`config.mk`:
```
export PLATFORM = sky130hd
export DESIGN_NAME = sp_comma_aligner
export DESIGN_NICKNAME = d
export VERILOG_FILES = /design/src/rtl/sp_pkg.sv /design/src/rtl/sp_comma_detect.sv /design/src/rtl/sp_comma_aligner.sv
export SDC_FILE = /design/constraint.sdc
export NUM_CORES = 1
export LEC_CHECK = 0
export CAP_MARGIN = 20
export CORE_ASPECT_RATIO = 1.4
export CORE_MARGIN = 2
export CORE_UTILIZATION = 30
export DETAILED_ROUTE_END_ITERATION = 7
export GPL_TIMING_DRIVEN = 0
export PLACE_DENSITY = 0.56
export SLEW_MARGIN = 30
export SYNTH_ARGS = -nofsm -noshare
export SYNTH_HDL_FRONTEND = slang
export SYNTH_SLANG_ARGS = --single-unit
```
`constraint.sdc`:
```
create_clock -name CLOCK -period 2.4 [get_ports CLOCK]
set_input_delay 0.48 -clock CLOCK [delete_from_list [all_inputs] [get_ports CLOCK]]
set_output_delay 0.48 -clock CLOCK [all_outputs]
set_load 0.005 [all_outputs]
```
`src/rtl/sp_pkg.sv`:
```
// sp_pkg: shared constants and types for the receive-side comma aligner.
//   SYM_W      symbol width (10-bit 8b/10b code groups)
//   COMMA_RDN  K28.5 code group, running disparity negative
//   COMMA_RDP  K28.5 code group, running disparity positive
//   state_t    aligner FSM states
package sp_pkg;

  localparam int unsigned SYM_W = 10;

  localparam logic [SYM_W-1:0] COMMA_RDN = 10'h17C;
  localparam logic [SYM_W-1:0] COMMA_RDP = 10'h283;

  typedef enum logic [1:0] {
    S_HUNT   = 2'd0,
    S_SYNC   = 2'd1,
    S_LOCKED = 2'd2
  } state_t;

endpackage

```
`src/rtl/sp_comma_detect.sv`:
```
// sp_comma_detect: combinational K28.5 detector on a 10-bit window.
//   W      candidate 10-bit window, bit 0 = earliest received bit
//   match  high when W is K28.5 of either running disparity
module sp_comma_detect
  import sp_pkg::*;
(
  input  logic [SYM_W-1:0] W,
  output logic             match
);

  always_comb begin
    match = (W == COMMA_RDN) || (W == COMMA_RDP);
  end

endmodule

```
`src/rtl/sp_comma_aligner.sv`:
```
// sp_comma_aligner: serial-to-parallel converter with K28.5 comma alignment.
// Accepts an LSB-first bit stream, finds 10-bit symbol boundaries from
// K28.5 commas and emits aligned symbols with a one-cycle strobe.
//   CLOCK    bit clock, all state changes on posedge
//   RESET_L  asynchronous active-low reset
//   IS       serial data in, bit a first
//   OP       aligned symbol, bit 0 = first received bit
//   VALID    one-cycle strobe, OP holds a new symbol
//   K        qualifies VALID, high when OP is K28.5
//   LOCKED   high while the FSM is in LOCKED
//   ERR_CNT  saturating misaligned-comma count (only with ALIGN_ERRCNT_EN)
// Parameters:
//   LOCK_COMMAS  aligned commas (counting the first) needed to lock, 1..15
//   LOSS_LIMIT   consecutive misaligned commas in LOCKED that force HUNT, 1..15
// Build option: define ALIGN_ERRCNT_EN to add the ERR_CNT port and counter.
module sp_comma_aligner
  import sp_pkg::*;
#(
  parameter int unsigned LOCK_COMMAS = 3,
  parameter int unsigned LOSS_LIMIT  = 2
) (
  input  logic             CLOCK,
  input  logic             RESET_L,
  input  logic             IS,
  output logic [SYM_W-1:0] OP,
  output logic             VALID,
  output logic             K,
  output logic             LOCKED
`ifdef ALIGN_ERRCNT_EN
  ,
  output logic [7:0]       ERR_CNT
`endif
);

  localparam logic [3:0] LOCK_N = 4'(LOCK_COMMAS);
  localparam logic [3:0] LOSS_N = 4'(LOSS_LIMIT);

  state_t           state;
  state_t           next_state;
  // The oldest window bit is never needed again, so only 9 bits of
  // history are kept; the window is completed by the incoming bit.
  logic [SYM_W-2:0] sr;
  logic [SYM_W-1:0] win;
  logic             match;
  logic [3:0]       cnt;
  logic [3:0]       cc;
  logic [3:0]       ec;
  logic             boundary;
  logic             emit;
  logic             realign;
  logic             cc_load;
  logic             cc_inc;
  logic             ec_inc;
  logic             ec_clr;

  assign win      = {IS, sr};
  assign boundary = (cnt == 4'd9);

  sp_comma_detect u_detect (
    .W     (win),
    .match (match)
  );

  always_ff @(posedge CLOCK or negedge RESET_L) begin
    if (!RESET_L) begin
      state <= S_HUNT;
    end else begin
      state <= next_state;
    end
  end

  always_comb begin
    next_state = state;
    emit       = 1'b0;
    realign    = 1'b0;
    cc_load    = 1'b0;
    cc_inc     = 1'b0;
    ec_inc     = 1'b0;
    ec_clr     = 1'b0;
    unique case (state)
      S_HUNT: begin
        if (match) begin
          emit       = 1'b1;
          realign    = 1'b1;
          cc_load    = 1'b1;
          next_state = (LOCK_N == 4'd1) ? S_LOCKED : S_SYNC;
        end
      end
      S_SYNC: begin
        if (boundary) begin
          emit = 1'b1;
          if (match) begin
            cc_inc = 1'b1;
            if (cc + 4'd1 == LOCK_N) next_state = S_LOCKED;
          end
        end else if (match) begin
          emit    = 1'b1;
          realign = 1'b1;
          cc_load = 1'b1;
          if (LOCK_N == 4'd1) next_state = S_LOCKED;
        end
      end
      S_LOCKED: begin
        if (boundary) begin
          emit   = 1'b1;
          ec_clr = match;
        end else if (match) begin
          ec_inc = 1'b1;
          if (ec + 4'd1 == LOSS_N) next_state = S_HUNT;
        end
      end
      default: next_state = S_HUNT;
    endcase
  end

  always_comb begin
    LOCKED = (state == S_LOCKED);
  end

  always_ff @(posedge CLOCK or negedge RESET_L) begin
    if (!RESET_L) begin
      sr    <= '0;
      OP    <= '0;
      VALID <= 1'b0;
      K     <= 1'b0;
      cnt   <= '0;
      cc    <= '0;
      ec    <= '0;
    end else begin
      sr    <= win[SYM_W-1:1];
      VALID <= emit;
      K     <= emit & match;
      if (emit) OP <= win;
      if (realign || boundary) cnt <= '0;
      else                     cnt <= cnt + 4'd1;
      if (cc_load)     cc <= 4'd1;
      else if (cc_inc) cc <= cc + 4'd1;
      // EC only has meaning inside LOCKED; it restarts from zero on every entry.
      if (next_state != S_LOCKED || ec_clr) ec <= '0;
      else if (ec_inc)                      ec <= ec + 4'd1;
    end
  end

`ifdef ALIGN_ERRCNT_EN
  logic misalign;
  assign misalign = match && !boundary && (state != S_HUNT);

  always_ff @(posedge CLOCK or negedge RESET_L) begin
    if (!RESET_L) begin
      ERR_CNT <= '0;
    end else if (misalign && (ERR_CNT != 8'hFF)) begin
      ERR_CNT <= ERR_CNT + 8'd1;
    end
  end
`endif

endmodule
```
# Word level (Yosys, flattened, before mapping)
# Index checks and enable logic that the tools add are counted.
classes:
  n_addsub: 3
  n_eq_ne: 8
  muxes: 24
  bitwise_logic: 1
  reduce_logical: 6
ops:
  columns: ["op", "n"]
  rows:
  - ["$mux 4", 5]
  - ["$mux 2", 7]
  - ["$add 4x1->4 const B", 3]
  - ["$eq 10x10->1 const B", 1]
  - ["$eq 10x9->1 const B", 1]
  - ["$mux 1", 9]
  - ["$eq 4x2->1 const B", 2]
  - ["$pmux 2 s3", 1]
  - ["$eq 4x4->1 const B", 1]
  - ["$reduce_bool 2->1", 2]
  - ["$logic_or 1x1->1", 3]
  - ["$pmux 1 s3", 1]
  - ["$eq 2x1->1 const B", 1]
  - ["$eq 2x2->1 const B", 1]
  - ["$logic_not 2->1", 1]
  - ["$ne 2x2->1 const B", 1]
  - ["$pmux 1 s2", 1]
  - ["$and 1x1->1", 1]
word_totals:
  regBits: 35
  inputBits: 3
  out_inout_bits: 13
  word_cells: 50

# Depth between registers and ports, before layout
# Gate-level depths: netlist (run 1).
depth:
  ltp_word: 9
  mapped_depth: 7
  ltp_nobuf: 7

# By module
# A second synthesis (run 1) with hierarchy kept.
unflattened:
  hier_cells: 196
  hier_area_um2: 2000.7
modules_own_cells:
  columns: ["module", "n_inst", "cells_each", "area_per_inst_um2", "seq_area_each_um2"]
  rows:
  - ["sp_comma_aligner", 1, 189, 1935.6, 875.8]
  - ["sp_comma_detect", 1, 7, 65.1, 0.0]

# Worst setup path before layout (run 1)
# Ideal clock, no wire load.
synth_path:
  path_kind: "register to register"
  from: "reg ec[0]"
  to: "reg ec[0]"
  setup_time_ns: 0.120
  arrival_ns: 1.703
  required_time_ns: 2.280
  setup_slack_ns: 0.577
  path_stages_with_launch: 7
  path_buffers: 0
  period_less_slack_ns: 1.823
  cell_sequence: "dfrtp_1 > ha_1 > or4b_2 > o31ai_1 > or2_2 > o211a_1 > nor2_1"
synth_via:
  elab_chain_cells: 9
  elab_cells_between_ends: 11
  classes_between: "add/sub (1); eq/ne (2); mux (6); reduce/logical (2)"
synth_lines:
  columns: ["item", "line", "text"]
  rows:
  - ["start, declared", "sp_comma_aligner.sv:47", "logic [3:0] ec;"]
  - ["start signal, assigned", "sp_comma_aligner.sv:140", "else if (ec_inc) ec <= ec + 4'd1;"]
  - ["$add 4x1->4 (*)", "sp_comma_aligner.sv:109, sp_comma_aligner.sv:140", null]
  - ["$eq 4x2->1", "sp_comma_aligner.sv:109", "if (ec + 4'd1 == LOSS_N) next_state = S_HUNT;"]
  - ["$mux 2", "sp_comma_aligner.sv:109", null]
  - ["$mux 2", "sp_comma_aligner.sv:107", "end else if (match) begin"]
  - ["$mux 2", "sp_comma_aligner.sv:104", "if (boundary) begin"]
  - ["$pmux 2 s3", "sp_comma_aligner.sv:80", "unique case (state)"]
  - ["$ne 2x2->1", "sp_comma_aligner.sv:139", "if (next_state != S_LOCKED || ec_clr) ec <= '0;"]
  - ["$logic_or 1x1->1", "sp_comma_aligner.sv:139", null]
  - ["$mux 4 / $reduce_bool 2->1 (equally long branches)", null, null]
# Mark *: on every way between the ends. The rest lies on a longest branch, timed or not. The select of a mux whose other input is x is not followed.
# A chain may end at the register's enable or synchronous reset.

# Worst setup path after layout (run 1)
layout_path:
  from: "reg state[0]"
  to: "out LOCKED"
layout_via:
  elab_chain_cells: 1
layout_lines:
  columns: ["item", "line", "text"]
  rows:
  - ["start, declared", "sp_comma_aligner.sv:38", "state_t state;"]
  - ["start signal, assigned", "sp_comma_aligner.sv:68", "state <= next_state;"]
  - ["$eq 2x2->1", "sp_comma_aligner.sv:117", "LOCKED = (state == S_LOCKED);"]
  - ["end, declared", "sp_comma_aligner.sv:28", "output logic LOCKED"]
# No other way between the ends.

==> summary.txt, run 1 <==
Status
  – Outcome: finished, final reports clean

Clock network
  – TritonCTS Sinks: 35
  – Clk slew on worst S/H paths: 0.07 ns
  – CTS Buf Count: 5
  – H-tree depth: 2
  – CTS Buffer Depth: 2
  – CTS Root Cell: clkbuf_8
  – CTS tree: done
  – Worst-Skew Late Latency: 0.29 ns
  – Hold-fix buffers, CTS: 0

Layout
  – Synth-to-Final Area Change: 23.5%
  – Fill cells: 528
  – Ant. Diodes: 0
  – Share of layout cells above drive strength 1: 12.7%
  – Design area: 2050 µm²
  – Layout net count: 173

Synthesis
  – Synth cell count leaders: 35 x dfrtp_1, 17 x nor2_1, 9 x a221o_1
  – Synthesized area: 1660 µm²
  – Number of synthesized flops with an enable pin: 0
  – Synth async-reset ratio: 100%
  – Seq cells post-synth: 35
  – Synth unique cells: 39
  – Most numerous cell in the Yosys netlist: dfrtp_1
  – Mux share of post-synthesis cell area: 0.679%
  – Area share of fa/ha/maj cells after synthesis: 4.53%
  – Mean Syn Cell Area: 11.8 µm²
  – Synth Area in Simple Gates: 19.3%
  – Largest family of logic cells by synthesized area: simple AND/OR/NAND/NOR gates
  – Post-synth top flop: dfrtp_1
  – Synth top area share: 52.8%
  – Top cells by area, synth: dfrtp_1 53%, a221o_1 5.4%, ha_1 4.5%, nor2_1 3.8%, a22o_1 3.7%
  – Syn. warnings: 0
  – Synth Area in Compound Gates: 17.5%
  – Register area share after synthesis: 52.8%
  – Post-Synthesis Cells: 141
  – Syn Nets: 150
  – Largest area contributor in the netlist: dfrtp_1
  – Xor/xnor cell area share of the yosys netlist: 3.17%

Setup path
  – Peak fanout along the critical path: 8
  – WS Path Type: register to primary output
  – Crit. End Element: primary output
  – Crit path launch type: register
  – Cell chain of the critical path: clkbuf_1 -> nor2b_1 -> clkdlybuf4s50_1
  – Critical path buffers and inverters: 2
  – CP top delay family: buffers and inverters
  – Worst Path Arrival: 1.76 ns
  – Req. time, crit path: 1.92 ns
  – Critical path's slowest cell: clkdlybuf4s50_1
  – CP max stage delay: 0.58 ns
  – Flop2flop setup slack: 0.38 ns

Routing
  – DRC Markers: 0
  – 1st-pass router iterations: 4
  – Vias: 1225
  – WL final: 3.64 mm
  – Vias per Instance: 5.26
  – Routed wire length per instance: 15.6 µm
  – Initial DRC Count: 32
  – Post-route ant nets: 0

Global route
  – Antenna violations before repair: 0
  – Global Route Usage Sum: 13.4%
  – Vias in the first global route: 1305
  – First-pass GRT wire length: 6.26 mm
  – Largest net degree at the start of global routing: 27
  – GR Overflow Total: 0

Floorplan
  – Initial Utilization: 30.7%
  – Core footprint: 5410 µm²
  – # IOs: 16
  – Die H: 92.0 µm
  – # rows: 32
  – Die area: 6150 µm²
  – Die width: 66.8 µm

Power and ir drop
  – Switching part of the total power: 23.4%
  – P_int: 1210 µW
  – Net switching power: 369 µW
  – Static leakage: 0.000917 µW
  – Flop pwr share: 46.5%
  – Logic pwr share: 13.3%
  – Clock power share: 40.2%
  – IR drop worst, VDD: 756 µV
  – PwrDens: 768 nW/µm²
  – Total power: 1570 µW

STA
  – Fmax: 446 MHz
  – Min Hold Slack: 0.0545 ns
  – Max_slew headroom: 51.1%
  – Final Hold Vio Count: 0
  – Final TNS setup: 0 ns
  – Fin crit share: 93.4%
  – Worst-Margin Slew: 0.730 ns
  – Slew Viols, Final: 0
  – Worst setup margin: 0.158 ns
  – Clock period minus worst slack: 2.24 ns
  – Unrepaired setup endpoints after global routing: false
  – Worst Clk Skew: 0.0119 ns
  – # setup viols final: 0

Placement
  – Cell Area, Placed: 1910 µm²
  – IO Port Bufs: 15
  – DP HPWL: 2.66 mm
  – Dpl ws: -0.187 ns
  – RD Place Congestion: 0.783

Run
  – Max-cap viol count: 0

Worst hold path
  – Worst Hold Class: input port to asynchronous set/reset pin
[layer usage]
| metal | track usage (%) | routed length (µm) | vias to the layer above |
|---|---|---|---|
| met5 | 0 | 0 | - |
| met3 | 2.94 | 136 | 7 |
| met4 | 6.12 | 75 | 0 |
| met1 | 14.9 | 1420 | 620 |
| li1 | - | - | 571 |
| met2 | 23.8 | 2010 | 27 |
[cell families after synthesis]
group           after synthesis
compound gates               35
xor+xnor                      6
fa+ha+maj                     6
buf+inv                       8
flops                        35
mux                           1
simple gates                 50
[flip-flops by register name (all words and copies together) (netlist names)]
signal / cells
OP: 10
K: 1
cc: 4
cnt: 4
ec: 4
sr: 9
VALID: 1
state: 2
[through the flow]
step / std cells / util [%]
2_1_floorplan: 141 / -
3_5_place_dp: 225 / 35.3
3_3_place_gp: 224 / 35.0
6_report: 233 / 37.9
5_1_grt: 233 / 37.9
4_1_cts: 233 / 37.8
[cells in the final DEF, fill, tap and decap left out, types with 2 or more instances in the layout]
cell type,instances
clkbuf_1,2
and3b_1,2
nand3_1,8
dfrtp_1,35
ha_1,6
buf_2,3
a21oi_1,5
nor3b_1,2
a221o_1,9
nand3b_1,2
nor2_1,17
a22o_1,7
nor2b_1,3
clkdlybuf4s50_1,14
bufinv_16,2
nand2_1,5
xnor2_1,6
inv_1,4
and4bb_1,2
clkbuf_8,5
a211o_1,2
[path summary, 6_finish.rpt]
check / depth (start not counted) / startpoint / to
max in group asynchronous: 2 / RESET_L / sr[8]
min in group CLOCK: 0 / sr[2] / sr[1]
hold reg to reg: 0 / sr[2] / sr[1]
hold / removal: 1 / RESET_L / cc[1]
setup / recovery: 3 / state[0] / LOCKED
setup reg to reg: 6 / ec[0] / ec[0]
[worst reg2reg max path: cells and delay by family, from the launching register on]
family	cells	cell delay [ns]
DFF	1	0.45
and+or+nand+nor	3	0.85
AOI/OAI and AO/OA	2	0.34
adders and majority gates	1	0.26
[cell type report]
cell class | count | area [µm²] | area share [%]
Clock inverter | 3 | 67.6 | 3.30
Multi-Input combinational cell | 98 | 753 | 36.8
Tap cell | 68 | 85.1 | 4.15
Buffer | 4 | 17.5 | 0.855
Timing Repair Buffer | 16 | 165 | 8.06
Sequential cell | 35 | 876 | 42.8
Inverter | 4 | 15.0 | 0.733
Clock buffer | 5 | 68.8 | 3.36
[power groups by stage]
stage | Sequential [µW] | Clock (µW) | Combinational, µW
2_1_floorplan | 726 | 0 | 101
3_3_place_gp | 731 | 0 | 197
3_5_place_dp | 739 | 0 | 213
4_1_cts | 729 | 647 | 214
5_1_grt | 740 | 670 | 234
6_report | 731 | 633 | 209
[repair_timing]
item	in CTS	in global routing
setup buffers	0	0
resized for setup	0	1
setup endpoints to repair	0	1
(Power assumes the default switching activity.)
==> run 2, diff against run 1 <==
--- a/config.mk
+++ b/config.mk
@@ -9,6 +9,7 @@
 export CORE_ASPECT_RATIO = 1.4
 export CORE_MARGIN = 2
 export CORE_UTILIZATION = 30
+export CTS_BUF_LIST = sky130_fd_sc_hd__clkbuf_2 sky130_fd_sc_hd__clkbuf_4 sky130_fd_sc_hd__clkbuf_8
 export DETAILED_ROUTE_END_ITERATION = 7
 export GPL_TIMING_DRIVEN = 0
 export PLACE_DENSITY = 0.56
==> results of run 2 <==
No change in the layout: final DEF, timing and power equal those of run 1.
==> run 3, diff against run 2 <==
--- a/config.mk
+++ b/config.mk
@@ -8,11 +8,11 @@
 export CAP_MARGIN = 20
 export CORE_ASPECT_RATIO = 1.4
 export CORE_MARGIN = 2
-export CORE_UTILIZATION = 30
+export CORE_UTILIZATION = 40
 export CTS_BUF_LIST = sky130_fd_sc_hd__clkbuf_2 sky130_fd_sc_hd__clkbuf_4 sky130_fd_sc_hd__clkbuf_8
 export DETAILED_ROUTE_END_ITERATION = 7
 export GPL_TIMING_DRIVEN = 0
-export PLACE_DENSITY = 0.56
+export PLACE_DENSITY = 0.68
 export SLEW_MARGIN = 30
 export SYNTH_ARGS = -nofsm -noshare
 export SYNTH_HDL_FRONTEND = slang
==> summary.txt, run 3 (same netlist as run 1, synthesis figures left out) <==
Floorplan
  – # IOs: 16 (unchanged)
  – Core footprint: 3950 µm² (-27%)
  – # rows: 27 (-16%)
  – Die width: 58.4 µm (-13%)
  – Initial Utilization: 41.9% (+11 points)
  – Die area: 4680 µm² (-24%)
  – Die H: 80.2 µm (-13%)

Routing
  – Routed wire length per instance: 15.9 µm (+2.0%)
  – Post-route ant nets: 0 (unchanged)
  – Initial DRC Count: 31 (-3.1%)
  – 1st-pass router iterations: 4 (unchanged)
  – Vias per Instance: 5.88 (+12%)
  – WL final: 3.32 mm (-8.9%)
  – Vias: 1222 (-0.24%)
  – DRC Markers: 0 (unchanged)

Clock network
  – Clk slew on worst S/H paths: 0.07 ns (about the same)
  – CTS Buf Count: 5 (unchanged)
  – CTS Root Cell: clkbuf_8
  – Worst-Skew Late Latency: 0.28 ns (about the same)
  – CTS tree: done
  – Post-CTS setup buffers: 0 (unchanged)
  – TritonCTS Sinks: 35 (unchanged)
  – CTS Buffer Depth: 2 (unchanged)
  – H-tree depth: 2 (unchanged)

STA
  – Fin crit share: 92.4% (-0.97 points)
  – Fmax: 451 MHz (+1.0%)
  – Unrepaired setup endpoints after global routing: false
  – Clock period minus worst slack: 2.22 ns (-0.0232 ns)
  – Slew Viols, Final: 0 (unchanged)
  – Max_slew headroom: 55.7% (+4.6 points)
  – Worst setup margin: 0.181 ns (+0.0232 ns)
  – Worst-Margin Slew: 0.662 ns (-0.0681 ns)
  – Min Hold Slack: 0.0626 ns (+0.00809 ns)
  – # setup viols final: 0 (unchanged)
  – Worst Clk Skew: 0.0100 ns (-0.00183 ns)
  – Final Hold Vio Count: 0 (unchanged)

Global route
  – Antenna violations before repair: 0 (unchanged)
  – First-pass GRT wire length: 5.84 mm (-6.6%)
  – GR Overflow Total: 0 (unchanged)
  – Largest net degree at the start of global routing: 26 (-3.7%)
  – Vias in the first global route: 1298 (-0.54%)
  – Global Route Usage Sum: 16.4% (+3.0 points)

Setup path
  – Worst Path Arrival: 2.38 ns (+0.62 ns)
  – WS Path Type: input port to register
  – Crit path launch type: input port
  – Crit. End Element: register
  – Req. time, crit path: 2.56 ns (+0.64 ns)
  – Peak fanout along the critical path: 8 (unchanged)
  – Reg2Reg Depth: 6 (unchanged)

Layout
  – Design area: 1980 µm² (-3.5%)
  – Most frequent cells in the layout: 35 x dfrtp_1, 17 x nor2_1, 14 x clkdlybuf4s50_1
  – Commonest non-fill, non-tap cell in the layout: dfrtp_1
  – Max reg flops: 10 (unchanged)
  – Synth-to-Final Area Change: 19.2%
  – Fill cells: 346 (-34%)
  – Ant. Diodes: 0 (unchanged)
  – Fin util: 50.0% (+12 points)
  – Layout net count: 173 (unchanged)
  – Share of layout cells above drive strength 1: 12.7% (unchanged)
  – Largest registers: OP x10, sr x9
  – Biggest register: OP

Placement
  – Dpl ws: -0.122 ns (+0.0650 ns)
  – DP HPWL: 2.42 mm (-9.1%)
  – RD Place Congestion: 0.715 (-8.6%)
  – Cell Area, Placed: 1880 µm² (-1.2%)
  – IO Port Bufs: 15 (unchanged)

Run
  – Max-cap viol count: 0 (unchanged)

Power and ir drop
  – Static leakage: 0.000901 µW (-1.8%)
  – IR drop worst, VDD: 433 µV (-43%)
  – PwrDens: 683 nW/µm² (-11%)

Status
  – Outcome: finished, final reports clean

Worst hold path
  – Worst Hold Class: input port to asynchronous set/reset pin
run 3: path summary, 6_finish.rpt:
check                           startpoint     end  slack (ns)
min in group CLOCK                   sr[2]   sr[1]        0.42
worst min-delay path               RESET_L       K        0.06
max in group asynchronous          RESET_L  cnt[3]        1.92
worst max-delay path                    IS   OP[6]        0.18
worst max register to register       ec[0]   ec[2]        0.41
worst min register to register       sr[2]   sr[1]        0.42
run 3: critical path, stage by stage:
cell	delay (ns)
clkdlybuf4s50_1	0.50
and4bb_1	0.33
nand4_2	0.22
nand2_1	0.21
o21bai_1	0.22
a221o_1	0.41
run 3: layout make-up:
class,count,area (µm²),area share (%)
Inverter,4,15.0,0.759
Buffer,4,17.5,0.886
Sequential cell,35,876,44.3
Tap cell,43,53.8,2.72
Timing Repair Buffer,16,173,8.73
Clock buffer,6,76.3,3.86
Multi-Input combinational cell,98,753,38.1
Clock inverter,2,12.5,0.633
run 3: timing repair:
action,CTS,global route
setup endpoints to repair,0,1
resized for setup,0,1
hold buffers,0,0
run 3: where the power goes:
part / internal (µW) / switching (µW) / total (µW)
Clock: 214 / 204 / 418
Sequential: 661 / 65.9 / 727
Combinational: 131 / 74.5 / 205
Total: 1010 / 344 / 1350
run 3: through the flow:
stage	total power (µW)	setup TNS, ns	std cells
2_1_floorplan	827	0	141
3_3_place_gp	925	-0.605	199
3_5_place_dp	945	-0.743	200
4_1_cts	1370	0	208
5_1_grt	1430	0	208
6_report	1350	0	208
run 3: per-layer routing:
metal  routed length (µm)  track usage [%]  up-vias
met3                  125             4.03        5
met5                    0                0        -
met2                 1810             28.8       28
li1                     -                -      569
met1                 1350             19.0      620
met4                   33             6.05        0
